$ cat config.mk
export PLATFORM = sky130hd
export DESIGN_NAME = hps_reset_sequencer
export DESIGN_NICKNAME = d
export VERILOG_FILES = /design/src/rtl/hps_reset_sequencer.sv
export SDC_FILE = /design/constraint.sdc
export NUM_CORES = 1
export LEC_CHECK = 0
export ABC_CLOCK_PERIOD_IN_PS = 5100
export CORE_MARGIN = 5
export CORE_UTILIZATION = 46
export DETAILED_ROUTE_END_ITERATION = 10
export PLACE_DENSITY = 0.77
export SLEW_MARGIN = 5
export SYNTH_ARGS = -nofsm -noshare
export SYNTH_HDL_FRONTEND = slang
export SYNTH_SLANG_ARGS = --single-unit
$ cat constraint.sdc
create_clock -name clk_i -period 5.1 [get_ports clk_i]
set_clock_uncertainty 0.1 [all_clocks]
set_input_delay 1.02 -clock clk_i [delete_from_list [all_inputs] [get_ports clk_i]]
set_output_delay 1.02 -clock clk_i [all_outputs]
set_load 0.05 [all_outputs]
$ cat src/rtl/hps_reset_sequencer.sv
// Staged fabric reset release gated by synchronised HPS reset and PLL lock, plus stretched f2h reset requests.
// Domain i releases LOCK_DEBOUNCE+(i+1)*STAGGER_CYCLES+1 cycles after good; request pulses start the cycle after the request.
module hps_reset_sequencer #(
    parameter int NUM_DOMAINS      = 4,
    parameter int STAGGER_CYCLES   = 16,
    parameter int LOCK_DEBOUNCE    = 32,
    parameter int SYNC_STAGES      = 2,
    parameter int REQ_PULSE_CYCLES = 8,
    parameter int CNT_W            = 16
) (
    input  logic                   clk_i,
    input  logic                   rst_i,
    input  logic                   h2f_reset_n_i,
    input  logic                   pll_locked_i,
    input  logic                   cold_req_i,
    input  logic                   warm_req_i,
    input  logic                   debug_req_i,
    output logic [NUM_DOMAINS-1:0] domain_rst_n_o,
    output logic                   all_released_o,
    output logic                   f2h_cold_reset_req_n_o,
    output logic                   f2h_warm_reset_req_n_o,
    output logic                   f2h_debug_reset_req_n_o,
    output logic [1:0]             seq_state_o
);

    typedef enum logic [1:0] {
        S_HOLD     = 2'd0,
        S_DEBOUNCE = 2'd1,
        S_RELEASE  = 2'd2,
        S_RUN      = 2'd3
    } seq_state_t;

    typedef enum logic [1:0] {
        R_IDLE  = 2'd0,
        R_PULSE = 2'd1,
        R_GAP   = 2'd2
    } req_state_t;

    localparam int PW = (REQ_PULSE_CYCLES > 1) ? $clog2(REQ_PULSE_CYCLES) : 1;
    localparam logic [CNT_W-1:0] DEB_LAST = CNT_W'(LOCK_DEBOUNCE - 1);
    localparam logic [CNT_W-1:0] REL_LAST = CNT_W'(NUM_DOMAINS * STAGGER_CYCLES - 1);
    localparam logic [PW-1:0]    PLS_LAST = PW'(REQ_PULSE_CYCLES - 1);

    logic [SYNC_STAGES-1:0] h2f_sync_q;
    logic [SYNC_STAGES-1:0] pll_sync_q;
    logic                   good_d;

    seq_state_t             state_q;
    logic [CNT_W-1:0]       cnt_q;
    logic [NUM_DOMAINS-1:0] dom_q;
    logic                   all_rel_q;

    req_state_t             rq_state_q;
    logic [PW-1:0]          pcnt_q;
    logic                   cold_n_q;
    logic                   warm_n_q;
    logic                   dbg_n_q;
    logic                   force_hold_d;

    always_ff @(posedge clk_i or posedge rst_i) begin
        if (rst_i) begin
            h2f_sync_q <= '0;
            pll_sync_q <= '0;
        end else begin
            h2f_sync_q <= {h2f_sync_q[SYNC_STAGES-2:0], h2f_reset_n_i};
            pll_sync_q <= {pll_sync_q[SYNC_STAGES-2:0], pll_locked_i};
        end
    end

    assign good_d = h2f_sync_q[SYNC_STAGES-1] & pll_sync_q[SYNC_STAGES-1];

    // Cold/warm pulses reset the fabric too: the HPS is about to go down under it.
    assign force_hold_d = (rq_state_q == R_IDLE) && (cold_req_i || warm_req_i);

    always_ff @(posedge clk_i or posedge rst_i) begin
        if (rst_i) begin
            state_q   <= S_HOLD;
            cnt_q     <= '0;
            dom_q     <= '0;
            all_rel_q <= 1'b0;
        end else if (force_hold_d || (!good_d && state_q != S_HOLD)) begin
            state_q   <= S_HOLD;
            cnt_q     <= '0;
            dom_q     <= '0;
            all_rel_q <= 1'b0;
        end else begin
            case (state_q)
                S_HOLD: begin
                    cnt_q     <= '0;
                    dom_q     <= '0;
                    all_rel_q <= 1'b0;
                    if (good_d) begin
                        state_q <= S_DEBOUNCE;
                    end
                end
                S_DEBOUNCE: begin
                    if (cnt_q == DEB_LAST) begin
                        state_q <= S_RELEASE;
                        cnt_q   <= '0;
                    end else begin
                        cnt_q <= cnt_q + 1'b1;
                    end
                end
                S_RELEASE: begin
                    for (int i = 0; i < NUM_DOMAINS; i++) begin
                        if (cnt_q == CNT_W'((i + 1) * STAGGER_CYCLES - 1)) begin
                            dom_q[i] <= 1'b1;
                        end
                    end
                    if (cnt_q == REL_LAST) begin
                        state_q <= S_RUN;
                        cnt_q   <= '0;
                    end else begin
                        cnt_q <= cnt_q + 1'b1;
                    end
                end
                S_RUN: begin
                    all_rel_q <= 1'b1;
                end
                default: begin
                    state_q <= S_HOLD;
                end
            endcase
        end
    end

    // Lower-priority simultaneous requests are dropped, never queued.
    always_ff @(posedge clk_i or posedge rst_i) begin
        if (rst_i) begin
            rq_state_q <= R_IDLE;
            pcnt_q     <= '0;
            cold_n_q   <= 1'b1;
            warm_n_q   <= 1'b1;
            dbg_n_q    <= 1'b1;
        end else begin
            case (rq_state_q)
                R_IDLE: begin
                    pcnt_q <= '0;
                    if (cold_req_i) begin
                        cold_n_q   <= 1'b0;
                        rq_state_q <= R_PULSE;
                    end else if (warm_req_i) begin
                        warm_n_q   <= 1'b0;
                        rq_state_q <= R_PULSE;
                    end else if (debug_req_i) begin
                        dbg_n_q    <= 1'b0;
                        rq_state_q <= R_PULSE;
                    end
                end
                R_PULSE: begin
                    if (pcnt_q == PLS_LAST) begin
                        cold_n_q   <= 1'b1;
                        warm_n_q   <= 1'b1;
                        dbg_n_q    <= 1'b1;
                        rq_state_q <= R_GAP;
                    end else begin
                        pcnt_q <= pcnt_q + 1'b1;
                    end
                end
                R_GAP: begin
                    rq_state_q <= R_IDLE;
                end
                default: begin
                    rq_state_q <= R_IDLE;
                    cold_n_q   <= 1'b1;
                    warm_n_q   <= 1'b1;
                    dbg_n_q    <= 1'b1;
                end
            endcase
        end
    end

    assign domain_rst_n_o          = dom_q;
    assign all_released_o          = all_rel_q;
    assign f2h_cold_reset_req_n_o  = cold_n_q;
    assign f2h_warm_reset_req_n_o  = warm_n_q;
    assign f2h_debug_reset_req_n_o = dbg_n_q;
    assign seq_state_o             = state_q;

endmodule
# --- Word level (Yosys, flattened, before mapping) ---
# Cells that the tools add are included.
op_classes:
  n_addsub: 2
  n_eq_ne: 24
  muxes: 34
  bitwise: 2
  n_reduce_logical: 22
ops:
  columns: ["op", "count"]
  rows:
  - ["16-bit 2-to-1 mux", 3]
  - ["16-bit case mux with 3 select lines", 1]
  - ["16-bit by 6-bit == test with 1-bit output (second input constant)", 2]
  - ["3-bit != test (second input constant)", 6]
  - ["16-bit by 1-bit adder with 16-bit output (second input constant)", 1]
  - ["16-bit by 4-bit == test with 1-bit output (second input constant)", 1]
  - ["16-bit by 5-bit == test with 1-bit output (second input constant)", 1]
  - ["2-bit 2-to-1 mux", 8]
  - ["2-bit != test (second input constant)", 7]
  - ["1-bit 2-to-1 mux", 12]
  - ["2-bit AND reduction", 6]
  - ["1-bit case mux with 3 select lines", 3]
  - ["4-bit case mux with 2 select lines", 1]
  - ["4-bit AND reduction", 2]
  - ["2-bit == test (second input constant)", 3]
  - ["2-bit case mux with 3 select lines", 1]
  - ["3-bit case mux with 2 select lines", 1]
  - ["3-bit nonzero test", 2]
  - ["5-bit AND reduction", 1]
  - ["2-bit by 1-bit == test with 1-bit output (second input constant)", 2]
  - ["2-bit logical NOT", 2]
  - ["4-bit 2-to-1 mux", 1]
  - ["4-bit != test (second input constant)", 1]
  - ["2-bit case mux with 2 select lines", 1]
  - ["other kinds (12)", 15]
word_totals:
  regBits: 35
  inputBits: 7
  output_inout_bits: 10
  wordCells: 98

# --- Logic depth before layout (Yosys ltp) ---
# Gate-level depths: netlist of the first run.
logic_depth:
  word_depth: 6
  mapped_depth: 8
  mapped_depth_nobuf: 7

# --- Worst setup path after synthesis of the first run ---
# OpenSTA, ideal clock, no wires.
synth_path:
  path_type: "input-to-reg"
  start: "input port warm_req_i"
  end: "register cnt_q[15]"
  setup_time_ns: 0.087
  arrival_ns: 2.238
  required_ns: 4.913
  path_slack_ns: 2.675
  cell_stages: 5
  path_buffers: 0
  path_cell_list: "nor2_1 > o32a_2 > nand2_1 > or4_2 > o211ai_1"
synth_between:
  elab_chain_cells: 4
  elab_cells_between_ends: 5
  cone_classes: "mux: 1; reduce/logical: 4"
synth_lines:
  columns: ["element", "line", "text"]
  rows:
  - ["start: declaration", "16", "input logic warm_req_i,"]
  - ["1-bit logical OR (*)", "73", "assign force_hold_d = (rq_state_q == R_IDLE) && (cold_req_i || warm_req_i);"]
  - ["1-bit logical AND (*)", "73", null]
  - ["1-bit logical OR (*)", "81", "end else if (force_hold_d || (!good_d && state_q != S_HOLD)) begin"]
  - ["4-bit nonzero test (no source line) or 16-bit 2-to-1 mux (tied branches)", null, null]
  - ["end signal: assignment", "101", "cnt_q <= cnt_q + 1'b1;"]
  - ["end signal: assignment", "114", "cnt_q <= cnt_q + 1'b1;"]
  - ["end: declaration", "49", "logic [CNT_W-1:0] cnt_q;"]
# Every way passes the cells marked *; elsewhere a longest branch is shown, timed or not.
# A chain may end at the register's enable or synchronous reset.

# --- Worst setup path after layout of the first run ---
layout_path:
  start: "input port cold_req_i"
  end: "register cnt_q[15]"
layout_between:
  elab_chain_cells: 4
  elab_cells_between_ends: 5
  cone_classes: "mux: 1; reduce/logical: 4"
layout_lines:
  columns: ["element", "line", "text"]
  rows:
  - ["start: declaration", "15", "input logic cold_req_i,"]
  - ["1-bit logical OR (*)", "73", null]
  - ["1-bit logical AND (*)", "73", null]
  - ["1-bit logical OR (*)", "81", null]
  - ["4-bit nonzero test (no source line) or 16-bit 2-to-1 mux (tied branches)", null, null]
# Marks and branches as above.

==> impl_metrics.yaml, run 1 <==
run_status:
  outcome: "finished clean"
placed_design:
  placement.io_buffers: 16
  gpl.final_weighted_congestion: 0.8264
  hpwl_um: 2828
logic_synthesis:
  ys_warn_count: 0
  synthTopCellsByCount: "32 x sky130_fd_sc_hd__dfrtp_1, 16 x sky130_fd_sc_hd__nand2_1, 16 x sky130_fd_sc_hd__nor2_1"
  cell_with_the_most_instances_after_synthesis: "sky130_fd_sc_hd__dfrtp_1"
  synthesis.nets: 212
  synthDominantAreaCellType: "sky130_fd_sc_hd__dfrtp_1"
  post_synth_instance_area_mm2: 0.001954
  ys.flop_type: "sky130_fd_sc_hd__dfrtp_1"
  synth.area.top_cells: "sky130_fd_sc_hd__dfrtp_1 41%, sky130_fd_sc_hd__a22o_1 4.5%, sky130_fd_sc_hd__ha_1 4.5%"
  yosys_register_bits: 35
  yosys.cell_types.count: 55
  async_flop_share_pct: 100.0
  synth-edff-count: 0
  synth.avg_cell_area_um2: 9.871
  synthesis.instances: 198
  synth_sequential_area_ratio_pct: 45.01
  synth_top_area_share_pct: 40.97
routing:
  ant_nets: 0
  routed_wire_per_std_cell_um: 15.39
  via_per_inst: 5.872
  total_length_of_routed_wires_um: 4094
  post-route-drc-count: 0
  detail_route.iter0.violations: 132
  detail_route.first_pass.iterations: 4
  routed-via-count: 1562
power:
  share_comb_of_total_power_pct: 42.9
  seq_pwr_share_pct: 36.3
  maximum_ir_drop_on_the_vdd_rail_mv: 0.3270
  power.density_mw_per_mm2: 475.9
  p_sw_uw: 437.1
  internal_power_uw: 628.7
  total_leakage_power_nw: 0.9858
  clkPwrFrac_pct: 20.7
  switching_share_pct: 41.01
  p_total_mw: 1.066
timing:
  slew_headroom_pct: 54.48
  final_min_period_over_clock_period_pct: 58.76
  final.min_clock_period_ns: 2.997
  tns_ns: 0
  max_freq_mhz: 333.7
  tightest_slew_ns: 0.6757
  grt_setup_unrepaired: "no"
  finalSetupViolations: 0
  number_of_failing_hold_endpoints_at_the_final_stage: 0
  final_max_slew_viol_count: 0
global_routing:
  first_pass_grt_wire_length_um: 7307
  grt_start_max_net_pins: 36
  antenna_found_initial: 0
  overflow_after_grt: 0
  grt_pass1_vias: 1569
  all_layer_gr_usage_pct: 16.79
cts:
  clk_path_buf_depth: 2
  numCtsBuffers: 5
  root_buffer: "sky130_fd_sc_hd__clkbuf_8"
  post_cts_resize_count: 0
  cts_tree: "yes"
  htreeDepth: 2
  hold_buffers: 0
  clkSinkCount: 35
  clk_pin_slew_ns: 0.07
  cts_post_setup_buffers_inserted: 0
  later_pin_clock_latency_in_the_skew_report_ns: 0.29
floorplan:
  die_area_mm2: 0.005652
  chipWidth_um: 75.18
  initial_utilization_pct: 48.17
  fp-row-count: 23
  standard_cell_core_area_mm2: 0.004058
  pin_count: 17
  die_h_um: 75.18
critical_path:
  type_of_destination_of_the_critical_path: "flip-flop"
  setup.worst_path.class: "primary input to flip-flop"
  cp-start-kind: "primary input"
  worst-endpoint-required_ns: 5.20
  crit_fanout: 17
  critPathArrivalTime_ns: 3.10
cells_and_area:
  final_core_util_pct: 55.20
  nets: 229
  syn2layout_area_growth_pct: 14.60
  number_of_antenna_repair_diodes: 0
  drive_above_1_share_pct: 12.50
  fillerInstances: 363
min_path:
  worst_min_delay_path_category: "flip-flop to flip-flop"
run:
  maxCapViolations: 0
## registers in the layout (all words and copies together), names as in the netlist
| name | flops |
|---|---|
| f2h_debug_reset_req_n_o | 1 |
| pll_sync_q | 2 |
| seq_state_o | 2 |
| f2h_cold_reset_req_n_o | 1 |
| h2f_sync_q | 2 |
| all_released_o | 1 |
| pcnt_q | 3 |
| rq_state_q | 2 |
| domain_rst_n_o | 4 |
| cnt_q | 16 |
| f2h_warm_reset_req_n_o | 1 |
## cells by family after synthesis
group	after synthesis	synth area share [%]
xor+xnor	2	0.8965
flops	35	45.01
mux	1	0.5761
fa+ha+maj	7	4.481
compound gates	52	19.78
buf+inv	16	4.033
simple gates	85	25.22
## placed cells by master (no fill, tap or decap), types with 3 or more instances in the layout
master / Yosys / routed
sky130_fd_sc_hd__and3_1: 4 / 4
sky130_fd_sc_hd__a22o_1: 10 / 10
sky130_fd_sc_hd__nor3_1: 7 / 7
sky130_fd_sc_hd__o21ai_0: 11 / 11
sky130_fd_sc_hd__nor4_1: 3 / 3
sky130_fd_sc_hd__nand3_1: 8 / 8
sky130_fd_sc_hd__and2_1: 5 / 5
sky130_fd_sc_hd__nor2_1: 16 / 16
sky130_fd_sc_hd__inv_1: 9 / 9
sky130_fd_sc_hd__clkdlybuf4s50_1: 0 / 16
sky130_fd_sc_hd__nand4_1: 4 / 4
sky130_fd_sc_hd__a21oi_1: 9 / 9
sky130_fd_sc_hd__ha_1: 7 / 7
sky130_fd_sc_hd__o31ai_1: 6 / 6
sky130_fd_sc_hd__dfstp_2: 3 / 3
sky130_fd_sc_hd__nand2_1: 16 / 16
sky130_fd_sc_hd__dfrtp_1: 32 / 32
sky130_fd_sc_hd__clkbuf_8: 0 / 7
## metal layers
metal	up-vias	GRT usage [%]	routed length (um)
li1	771	-	-
met4	0	4.078	29
met3	4	5.207	183
met5	-	0	0
met2	27	26.69	1872
met1	760	22.45	2008
## worst max-delay path, cell delays in order
cell and delay, ns:
sky130_fd_sc_hd__clkdlybuf4s50_1 0.43, sky130_fd_sc_hd__nor2_1 0.28, sky130_fd_sc_hd__o32a_2 0.24, sky130_fd_sc_hd__nand2_1 0.31, sky130_fd_sc_hd__or4_2 0.71, sky130_fd_sc_hd__o211ai_1 0.10
## metrics by stage
step / hold slack (ns) / area [um^2] / instances / setup WS [ns]
2_1_floorplan: 0.2312 / 1954 / 198 / 2.675
3_3_place_gp: 0.2328 / 2140 / 258 / 1.894
3_5_place_dp: 0.2364 / 2140 / 258 / 1.808
4_1_cts: 0.2515 / 2240 / 266 / 2.098
5_1_grt: 0.2640 / 2240 / 266 / 1.919
6_report: 0.2505 / 2240 / 266 / 2.103
## cell type report
class | count | area (um^2) | area share, %
Inverter | 9 | 33.78 | 1.508
Clock buffer | 8 | 100.1 | 4.469
Timing Repair Buffer | 17 | 167.7 | 7.486
Tap cell | 50 | 62.56 | 2.793
Multi-Input combinational cell | 147 | 996.0 | 44.47
Sequential cell | 35 | 879.6 | 39.27
## worst paths after layout
path | depth (start not counted) | slack, ns | to | start
worst max register to register | 6 | 2.62 | cnt_q[9] | cnt_q[0]
worst min-delay path | 0 | 0.25 | pll_sync_q[1] | pll_sync_q[0]
min in group asynchronous | 3 | 1.02 | cnt_q[0] | rst_i
worst min register to register | 0 | 0.25 | pll_sync_q[1] | pll_sync_q[0]
worst max-delay path | 6 | 2.10 | cnt_q[15] | cold_req_i
max in group asynchronous | 3 | 3.53 | f2h_warm_reset_req_n_o | rst_i
## power groups by stage
stage	logic, mW	registers, mW	clock network, mW
floorplan	0.301	0.442	0
detailed placement	0.459	0.391	0
global placement	0.444	0.389	0
CTS	0.460	0.387	0.224
global route	0.505	0.398	0.237
finish	0.458	0.387	0.221
Power figures use the tool's default switching activity.
==> run 2: changes to the inputs <==
- ABC_CLOCK_PERIOD_IN_PS: 5100 -> 2690
- PLACE_DENSITY: 0.77 -> 0.79
- clock period: 5.1 -> 2.69 ns (I/O delays scaled with it)
==> impl_metrics.yaml, run 2 (synthesized netlist as in run 1, its figures left out) <==
run_status:
  outcome: "finished clean"
cells_and_area:
  largest-register: "cnt_q"
  multiInputGateArea_um2: 996.0
  register_area_um2: 879.6
  most_frequent_cells_in_the_layout: "32 x sky130_fd_sc_hd__dfrtp_1, 16 x sky130_fd_sc_hd__nor2_1, 16 x sky130_fd_sc_hd__nand2_1, 16 x sky130_fd_sc_hd__clkdlybuf4s50_1, 11 x sky130_fd_sc_hd__o21ai_0"
  syn2layout_area_growth_pct: 17.29
  fillerInstances: 364
  layout.cells.most_common: "sky130_fd_sc_hd__dfrtp_1"
  number_of_antenna_repair_diodes: 0
  final_core_util_pct: 56.49
  largest_register_ffs: 16
  nets: 232
  drive_above_1_share_pct: 14.16
power:
  maximum_ir_drop_on_the_vdd_rail_mv: 0.7658
  power.density_mw_per_mm2: 927.1
  total_leakage_power_nw: 1.015
timing:
  grt_setup_unrepaired: "no"
  finalSetupViolations: 0
  final.min_clock_period_ns: 2.433
  max_freq_mhz: 411.1
  slew_headroom_pct: 57.77
  final_critical_path_setup_slack_ns: 0.2575
  number_of_failing_hold_endpoints_at_the_final_stage: 0
  tightest_slew_ns: 0.6327
  tns_ns: 0
  final_min_period_over_clock_period_pct: 90.43
  final_max_slew_viol_count: 0
  final_hold_slack_ns: 0.2589
cts:
  clk_pin_slew_ns: 0.07
  cts_tree: "yes"
  clkSinkCount: 35
  htreeDepth: 2
  later_pin_clock_latency_in_the_skew_report_ns: 0.29
  numCtsBuffers: 5
  clk_path_buf_depth: 2
  root_buffer: "sky130_fd_sc_hd__clkbuf_8"
  post_cts_resize_count: 0
  hold_buffers: 0
  cts_post_setup_buffers_inserted: 0
placed_design:
  gpl.final_weighted_congestion: 0.8773
  hpwl_um: 2984
  placement.io_buffers: 16
  placement.setup.worst_slack_ns: 0.2057
min_path:
  hold_start: "h2f_sync_q[0]"
  number_of_stages_on_the_worst_hold_path: 0
  worst_min_delay_path_category: "flip-flop to flip-flop"
  timing.hold.worst_endpoint: "h2f_sync_q[1]"
global_routing:
  overflow_after_grt: 0
  grt_start_max_net_pins: 22
  all_layer_gr_usage_pct: 16.81
  grt_pass1_vias: 1533
  first_pass_grt_wire_length_um: 7176
  antenna_found_initial: 0
routing:
  detail_route.first_pass.iterations: 4
  routed-via-count: 1603
  post-route-drc-count: 0
  via_per_inst: 5.959
  total_length_of_routed_wires_um: 4103
  ant_nets: 0
  routed_wire_per_std_cell_um: 15.25
  detail_route.iter0.violations: 106
critical_path:
  critical_path.cell_chain: "ha_1, nor4bb_2, nand4_2, a22oi_4, nor2_1, a221o_1"
  setup.worst_path.class: "flip-flop to flip-flop"
  reg2reg_depth: 6
  type_of_destination_of_the_critical_path: "flip-flop"
  worst_path_dominant_cell_family: "compound AO/OA/AOI/OAI gates"
  reg2reg_setup_slack_ns: 0.26
  worst-endpoint-required_ns: 2.77
  critical_path.reg2reg.startpoint: "cnt_q[0]"
  critical_path.max_stage_delay_ns: 0.45
  cp-start-kind: "flip-flop"
  critPathArrivalTime_ns: 2.51
  crit_fanout: 16
  worst_r2r_endpoint: "cnt_q[9]"
  timing.critical_path.buf_inv: 0
  slowest_stage: "sky130_fd_sc_hd__a22oi_4"
floorplan:
  standard_cell_core_area_mm2: 0.004058
  die_area_mm2: 0.005652
  chipWidth_um: 75.18
  initial_utilization_pct: 48.17
  pin_count: 17
  die_h_um: 75.18
  fp-row-count: 23
run:
  maxCapViolations: 0
==> run 2: cell count changes in the layout (fill, tap and decap cells not counted), sizes merged <==
cell,delta
buf,+3
clkbuf,-2
bufinv,+1
clkinv,+1
==> run 2: report_power, final <==
| group | total (mW) | internal [mW] | switching [mW] |
|---|---|---|---|
| Sequential | 0.732 | 0.629 | 0.102 |
| Clock | 0.493 | 0.300 | 0.193 |
| Combinational | 0.900 | 0.357 | 0.543 |
==> run 2: worst max path at each step <==
stage | start | end | slack [ns] | cells past startpoint
2_1_floorplan | seq_state_o[0] | seq_state_o[1] | 0.47 | 7
3_3_place_gp | cold_req_i | cnt_q[8] | 0.25 | 7
3_5_place_dp | cold_req_i | cnt_q[8] | 0.21 | 7
4_1_cts | cnt_q[0] | cnt_q[9] | 0.27 | 6
5_1_grt | cnt_q[0] | cnt_q[9] | 0.08 | 6
6_report | cnt_q[0] | cnt_q[9] | 0.26 | 6
==> run 2: layout make-up <==
type / count / area share, %
Clock buffer: 6 / 3.603
Clock inverter: 2 / 1.528
Tap cell: 50 / 2.729
Sequential cell: 35 / 38.37
Timing Repair Buffer: 20 / 8.843
Multi-Input combinational cell: 147 / 43.45
Inverter: 9 / 1.474
==> run 2: per-layer routing <==
metal  up-vias  wire length (um)  share of wire [%]  global-route usage, %
li1        773                 -                  -                      -
met1       770              1846                 45                  21.56
met2        47              1953                 48                  26.31
met3        13               194                4.7                  4.806
met4         0               109                2.7                  7.767
met5         -                 0                  0                      0
==> run 2: metrics by stage <==
| stage | area (um^2) | power [mW] | std cells |
|---|---|---|---|
| finish | 2292 | 2.125 | 269 |
| global route | 2292 | 2.271 | 269 |
| CTS | 2292 | 2.140 | 269 |
| detailed placement | 2175 | 1.639 | 261 |
| global placement | 2175 | 1.607 | 261 |
| floorplan | 1954 | 1.409 | 198 |
==> run 3: changes to the inputs <==
- CORE_ASPECT_RATIO: not set -> 0.7
- GPL_ROUTABILITY_DRIVEN: not set -> 1
==> impl_metrics.yaml, run 3 (synthesized netlist as in run 1, its figures left out) <==
timing:
  finalSetupViolations: 0
  final_max_slew_viol_count: 0
  number_of_failing_hold_endpoints_at_the_final_stage: 0
  tns_ns: 0
  final.min_clock_period_ns: 2.416
  tightest_slew_ns: 0.5708
  max_freq_mhz: 414.0
  final_min_period_over_clock_period_pct: 89.80
  slew_headroom_pct: 61.80
  grt_setup_unrepaired: "no"
critical_path:
  critPathLaunch: "cnt_q[1]"
  type_of_destination_of_the_critical_path: "flip-flop"
  reg2reg_setup_slack_ns: 0.27
  critical_path.reg2reg.startpoint: "cnt_q[1]"
  timing.critical_path.to: "cnt_q[8]"
  worst-endpoint-required_ns: 2.77
  critPathArrivalTime_ns: 2.50
  cp-start-kind: "flip-flop"
  crit_fanout: 9
  reg2reg_depth: 7
  setup.worst_path.class: "flip-flop to flip-flop"
  worst_r2r_endpoint: "cnt_q[8]"
run_status:
  outcome: "finished clean"
placed_design:
  detailed_place.area_mm2: 0.002180
  gpl.final_weighted_congestion: 0.8967
  hpwl_um: 3100
  number_of_placed_instances_taps_included: 265
  placement.io_buffers: 16
cts:
  cts_tree: "yes"
  post_cts_resize_count: 0
  clk_path_buf_depth: 2
  clkSinkCount: 35
  cts_post_setup_buffers_inserted: 0
  hold_buffers: 0
  later_pin_clock_latency_in_the_skew_report_ns: 0.29
  htreeDepth: 2
  root_buffer: "sky130_fd_sc_hd__clkbuf_8"
  clk_pin_slew_ns: 0.07
  numCtsBuffers: 5
floorplan:
  initial_utilization_pct: 48.65
  pin_count: 17
  die_area_mm2: 0.005673
  chipWidth_um: 87.91
  standard_cell_core_area_mm2: 0.004018
  fp-row-count: 19
  die_h_um: 64.54
power:
  power.density_mw_per_mm2: 918.6
  total_leakage_power_nw: 1.010
  maximum_ir_drop_on_the_vdd_rail_mv: 0.7022
cells_and_area:
  layoutNonFillerInstCount: 273
  most_frequent_cells_in_the_layout: "32 x sky130_fd_sc_hd__dfrtp_1, 16 x sky130_fd_sc_hd__nor2_1, 16 x sky130_fd_sc_hd__nand2_1, 16 x sky130_fd_sc_hd__clkdlybuf4s50_1, 11 x sky130_fd_sc_hd__o21ai_0"
  largest_register_ffs: 16
  layout.cells.most_common: "sky130_fd_sc_hd__dfrtp_1"
  nets: 234
  number_of_antenna_repair_diodes: 0
  syn2layout_area_growth_pct: 16.65
  finish.instance_area_mm2: 0.002280
  largest-register: "cnt_q"
  drive_above_1_share_pct: 14.48
  final_core_util_pct: 56.74
global_routing:
  grt_start_max_net_pins: 36
  overflow_after_grt: 0
  first_pass_grt_wire_length_um: 7431
  grt_pass1_vias: 1486
  all_layer_gr_usage_pct: 16.84
  antenna_found_initial: 0
run:
  maxCapViolations: 0
routing:
  detail_route.iter0.violations: 134
  routed-via-count: 1623
  total_length_of_routed_wires_um: 4331
  post-route-drc-count: 0
  via_per_inst: 5.945
  detail_route.first_pass.iterations: 4
  routed_wire_per_std_cell_um: 15.86
  ant_nets: 0
min_path:
  worst_min_delay_path_category: "flip-flop to flip-flop"
run 3: cell types whose count changed in the layout (fill, tap and decap cells not counted):
cell / previous run / this run
sky130_fd_sc_hd__buf_4: 3 / 6
sky130_fd_sc_hd__buf_12: 1 / 0
sky130_fd_sc_hd__bufinv_16: 1 / 0
sky130_fd_sc_hd__clkbuf_1: 0 / 1
sky130_fd_sc_hd__clkbuf_8: 6 / 7
sky130_fd_sc_hd__clkinv_2: 1 / 0
run 3: worst max-delay path, stage by stage, from the launching register on:
cell and delay [ns]:
sky130_fd_sc_hd__dfrtp_1 0.41, sky130_fd_sc_hd__ha_1 0.29, sky130_fd_sc_hd__nor4bb_2 0.35, sky130_fd_sc_hd__nand4_2 0.20, sky130_fd_sc_hd__a22oi_4 0.38, sky130_fd_sc_hd__buf_4 0.22
sky130_fd_sc_hd__o31ai_1 0.08, sky130_fd_sc_hd__a22o_2 0.27
run 3: worst min path at each step:
stage	startpoint	endpoint	slack, ns	cells past startpoint
floorplan	h2f_sync_q[0]	h2f_sync_q[1]	0.23	0
global placement	pll_sync_q[0]	pll_sync_q[1]	0.23	0
detailed placement	pll_sync_q[0]	pll_sync_q[1]	0.24	0
CTS	pll_sync_q[0]	pll_sync_q[1]	0.25	0
global route	h2f_sync_q[0]	h2f_sync_q[1]	0.26	0
finish	h2f_sync_q[0]	h2f_sync_q[1]	0.25	0
run 3: through the flow:
step	power, mW	hold WS, ns	worst slack (ns)
2_1_floorplan	1.409	0.2312	0.4692
3_3_place_gp	1.644	0.2339	0.2197
3_5_place_dp	1.676	0.2362	0.1821
4_1_cts	2.095	0.2516	0.3056
5_1_grt	2.236	0.2636	0.1598
6_report	2.094	0.2464	0.2744
run 3: cell type report:
class,count,area (um^2)
fillers,330,1738
multi-input cells,147,996.0
flip-flops and latches,35,879.6
repair buffers,22,205.2
clock buffers,8,100.1
well taps,52,65.06
inverters,9,33.78
run 3: power breakdown:
part           switching, mW  internal, mW
clock network          0.186         0.234
logic                  0.572         0.371
registers              0.102         0.629
run 3: layer usage:
layer  part of all wire (%)  vias up  global-route usage (%)
met5                      0        -                       0
met4                    1.6        0                   6.322
met3                    7.5        6                   3.418
met2                     40       59                   21.62
met1                     51      782                   27.04
li1                       -      776                       -
